`src/rtl/seq_magnitude_comparator.sv`:
```
// Time-serial magnitude comparator: walks the latched operands MSB-first, SLICE bits
// per clock, and reports eq/gt/lt through registered flags with a start/busy/done handshake.
//
// state      | meaning
// STATE_IDLE | waiting for start; result flags hold the last outcome
// STATE_RUN  | comparing one slice per clock, index counting down to 0
module seq_magnitude_comparator #(
    parameter int WIDTH      = 8,
    parameter int SLICE      = 1,
    parameter int EARLY_EXIT = 1
) (
    input  logic             clk,
    input  logic             rst_n,
    input  logic             start,
    input  logic [WIDTH-1:0] A,
    input  logic [WIDTH-1:0] B,
    input  logic             msb_signed,
    output logic             busy,
    output logic             done,
    output logic             AeqB,
    output logic             AgtB,
    output logic             AltB
);

    localparam int NSLICE = WIDTH / SLICE;
    localparam int IDXW   = (NSLICE > 1) ? $clog2(NSLICE) : 1;

    localparam logic [0:0] STATE_IDLE = 1'b0;
    localparam logic [0:0] STATE_RUN  = 1'b1;

    localparam logic [WIDTH-1:0] SIGN_MASK = {1'b1, {(WIDTH-1){1'b0}}};

    generate
        if ((WIDTH < 2) || (SLICE < 1) || ((WIDTH % SLICE) != 0)) begin : gBadParams
            $error("seq_magnitude_comparator: WIDTH must be >= 2 and a multiple of SLICE");
        end
    endgenerate

    logic [0:0]       state;
    logic [IDXW-1:0]  index;
    logic [WIDTH-1:0] regA;
    logic [WIDTH-1:0] regB;
    logic             stickyVld;
    logic             stickyGt;

    logic [31:0]      bitBase;
    logic [SLICE-1:0] sliceA;
    logic [SLICE-1:0] sliceB;
    logic             sliceDiff;
    logic             sliceGt;
    logic             lastSlice;
    logic             finishNow;
    logic             resEq;
    logic             resGt;

    assign bitBase   = 32'(index) * SLICE;
    assign sliceA    = regA[bitBase +: SLICE];
    assign sliceB    = regB[bitBase +: SLICE];
    assign sliceDiff = (sliceA != sliceB);
    assign sliceGt   = (sliceA > sliceB);
    assign lastSlice = (index == '0);

    // Without early exit, the most significant difference seen so far wins at the last slice.
    always_comb begin
        finishNow = 1'b0;
        resEq     = 1'b0;
        resGt     = 1'b0;
        if (EARLY_EXIT != 0) begin
            if (sliceDiff) begin
                finishNow = 1'b1;
                resGt     = sliceGt;
            end else if (lastSlice) begin
                finishNow = 1'b1;
                resEq     = 1'b1;
            end
        end else if (lastSlice) begin
            finishNow = 1'b1;
            if (stickyVld) begin
                resGt = stickyGt;
            end else if (sliceDiff) begin
                resGt = sliceGt;
            end else begin
                resEq = 1'b1;
            end
        end
    end

    always_ff @(posedge clk or negedge rst_n) begin
        if (!rst_n) begin
            state     <= STATE_IDLE;
            busy      <= 1'b0;
            done      <= 1'b0;
            AeqB      <= 1'b0;
            AgtB      <= 1'b0;
            AltB      <= 1'b0;
            index     <= '0;
            regA      <= '0;
            regB      <= '0;
            stickyVld <= 1'b0;
            stickyGt  <= 1'b0;
        end else begin
            done <= 1'b0;
            case (state)
                STATE_IDLE: begin
                    if (start) begin
                        // Flipping the sign bits maps two's complement onto unsigned order.
                        regA      <= A ^ (msb_signed ? SIGN_MASK : '0);
                        regB      <= B ^ (msb_signed ? SIGN_MASK : '0);
                        index     <= IDXW'(NSLICE - 1);
                        stickyVld <= 1'b0;
                        stickyGt  <= 1'b0;
                        busy      <= 1'b1;
                        state     <= STATE_RUN;
                    end
                end
                STATE_RUN: begin
                    if (finishNow) begin
                        AeqB  <= resEq;
                        AgtB  <= !resEq && resGt;
                        AltB  <= !resEq && !resGt;
                        done  <= 1'b1;
                        busy  <= 1'b0;
                        state <= STATE_IDLE;
                    end else begin
                        index <= index - IDXW'(1);
                        if (!stickyVld && sliceDiff) begin
                            stickyVld <= 1'b1;
                            stickyGt  <= sliceGt;
                        end
                    end
                end
                default: state <= STATE_IDLE;
            endcase
        end
    end

endmodule

```
`config.mk`:
```
export PLATFORM = sky130hd
export DESIGN_NAME = seq_magnitude_comparator
export DESIGN_NICKNAME = d
export VERILOG_FILES = /design/src/rtl/seq_magnitude_comparator.sv
export SDC_FILE = /design/constraint.sdc
export NUM_CORES = 1
export LEC_CHECK = 0
export CAP_MARGIN = 10
export CORE_ASPECT_RATIO = 0.7
export CORE_MARGIN = 2
export CORE_UTILIZATION = 49
export CTS_CLUSTER_SIZE = 16
export DETAILED_ROUTE_END_ITERATION = 8
export PLACE_DENSITY = 0.85
export SYNTH_ARGS = -nofsm -noshare
export SYNTH_HDL_FRONTEND = slang
export SYNTH_SLANG_ARGS = --single-unit
```
`constraint.sdc`:
```
create_clock -name clk -period 3.1 [get_ports clk]
set_input_delay 0.62 -clock clk [delete_from_list [all_inputs] [get_ports clk]]
set_output_delay 0.62 -clock clk [all_outputs]
set_load 0.01 [all_outputs]
```
==> flow_summary_export.csv <==
group,metric,value,unit
outcome,status,"finished, final reports clean",
logic_synthesis,synth_edf_count,0,
logic_synthesis,netlist.top_cell.by_area,"dfrtp_1",
worst_hold_path,hold_depth,2,
floorplanning,io_pins,25,
timing,hold_violations,0,
clocking,postCtsSetupRepairBufs,0,
timing,setup_viol,0,
route,ant_nets,0,
route,drtIter0Drc,38,
floorplanning,start_util,53.5,%
route,wl_per_cell,12.1,microns
route,firstDrtPassIters,4,
route,drc,0,
critical_path,crit_path_start_kind,"flip-flop",
clocking,cts-root-buf,"clkbuf_4",
clocking,clock_sinks,25,
global_route,grt_max_degree,26,
logic_synthesis,yosys_warnings,0,
floorplanning,die_area,2830,sq um
power,ir_drop,0.000349,V
floorplanning,die_w,62.7,microns
floorplanning,num_rows,14,
logic_synthesis,synth_nets,139,
floorplanning,die_h,45.1,microns
logic_synthesis,seq_area_frac_synth,53.0,%
clocking,htreeDepth,1,
power,cellPowerDensity,888,nW/um^2
cells_and_area,syn_to_final_growth,24.7,%
cells_and_area,fin_util,66.7,%
clocking,tritoncts,"built",
critical_path,reg2regPathDepth,5,
placement,pre_cts_ws,660,ps
route,vias,836,
timing,grt_setup_unrepaired,"false",
clocking,clk_pin_slew,130,ps
global_route,track_usage,17.2,%
job,cap_violations,0,
clocking,postCtsHoldBufs,0,
critical_path,critPathMaxFanout,7,
global_route,grt-ovfl-total,0,
global_route,antenna_found_initial,0,
worst_hold_path,hold_path_class,"flip-flop to flip-flop",
timing,setup_slack,651,ps
placement,place.gp.congestion,0.825,
logic_synthesis,synth.distinct_cells,23,
cells_and_area,diodes,0,
global_route,grt_pass1_wl,3580,microns
logic_synthesis,syn_inst,115,
timing,max_freq,0.408,GHz
critical_path,worst-setup-path-type,"flip-flop to flip-flop",
logic_synthesis,synthFlopType,"dfrtp_1",
cells_and_area,drive_gt1_share,6.47,%
timing,drv_slew,0,
timing,period_share,79.0,%
placement,portBuffers,24,
timing,min_period,2450,ps
logic_synthesis,ys_seq_elements,25,
floorplanning,core,2210,sq um
clocking,numCtsBuffers,3,
logic_synthesis,synthesis.area,1180,sq um
cells_and_area,layout.nets,164,
route,wl,2070,microns
placement,place_hpwl,1550,microns
critical_path,cp_data_arrival_time,2670,ps
logic_synthesis,avgSynthCellArea,10.3,sq um
timing,hold_slack,491,ps
critical_path,end_kind,"flip-flop",
timing,max-slew-margin-rel,54.1,%
clocking,clk_latency,320,ps
critical_path,cp.required,3320,ps
logic_synthesis,ys_async_sr_fraction,100,%
clocking,cts_resized,0,
logic_synthesis,synth.area.top_cells,"dfrtp_1, nand2_1, mux4_1",
route,vias_per_cell,4.89,
power,p_leak,0.731,nW
clocking,clock_path_buffers,2,
timing,worst_pin_slew,688,ps
logic_synthesis,synth_top_area_share,53.0,%
global_route,grt_pass1_vias,769,
timing,fin_tns_setup,0,ps
timing,clock_skew,1.37,ps
==> report_power, final <==
group / switching [mW] / internal (mW)
sequential: 0.103 / 0.476
clock: 0.0963 / 0.0483
combinational: 0.283 / 0.300
==> sequential cells by signal, indices dropped and copies added (netlist names) <==
register and cells:
AltB 1, index 3, state 1, regA 8, AeqB 1, AgtB 1
busy 1, regB 8, done 1
==> cell usage after synthesis, drive strengths merged, types with 3 or more instances <==
library cell and count:
clkbuf 4, inv 5, nor3 3, ha 4
nand2 46, dfrtp 25, o21ai 3, mux4 4
==> layout make-up <==
class | count | area (sq um)
fill | 191 | 734
sequential | 25 | 626
multi-input combinational | 79 | 505
timing repair buffer | 26 | 255
tap | 32 | 40.0
clock buffer | 3 | 22.5
inverter | 5 | 18.8
clock inverter | 1 | 5.00
==> cell usage in the layout, fill, tap and decap left out <==
cell type         n
nand2_1          46
dfrtp_1          25
clkdlybuf4s50_1  24
inv_1             5
mux4_1            4
ha_1              4
nor3_1            3
o21ai_0           3
clkbuf_4          3
mux2_2            2
mux2i_1           2
nand2b_1          2
nand3_1           2
nor2_1            2
xnor2_1           2
buf_4             2
a21oi_2           1
nor2b_1           1
a211oi_1          1
and4_1            1
o22a_1            1
o32ai_1           1
a211o_1           1
clkinv_2          1
==> kinds of logic after synthesis <==
kind of cell / Yosys count / share of synthesized area, %
fa+ha+maj: 4 / 4.24
mux: 8 / 12.5
simple gates: 57 / 19.7
flops: 25 / 53.0
compound gates: 8 / 4.87
xor+xnor: 2 / 1.48
buf+inv: 11 / 4.24
==> metal layers <==
layer  vias up  share of wire, %  routed length (microns)  GRT usage, %
met5         -                 0                        0             0
met4         0              0.34                        7          2.67
met3         2               6.3                      131          6.23
met2        25                43                      891          27.5
met1       380                50                     1040          23.5
li1        429                 -                        -             -
==> worst max-delay path, stage by stage, from the launching register on <==
cell and delay (ps):
dfrtp_1 510, mux4_1 580, mux2_2 290, ha_1 390, a21oi_2 230, mux2_2 350
==> metrics by stage <==
step / power [mW] / cell area [sq um] / std cells
after floorplan: 1.00 / 1180 / 115
after global placement: 1.15 / 1450 / 167
after CTS: 1.32 / 1470 / 171
after global routing: 1.44 / 1470 / 171
final: 1.31 / 1470 / 171
after detailed placement: 1.18 / 1450 / 167
==> worst paths after layout <==
check / startpoint / end / slack (ps)
worst max-delay path: index[0] / AgtB / 650
worst min-delay path: regB[4] / regB[4] / 490
worst max register to register: index[0] / AgtB / 650
worst min register to register: regB[4] / regB[4] / 490
max in group asynchronous: rst_n / regB[5] / 2220
min in group asynchronous: rst_n / index[2] / 640
(Power assumes the default switching activity.)
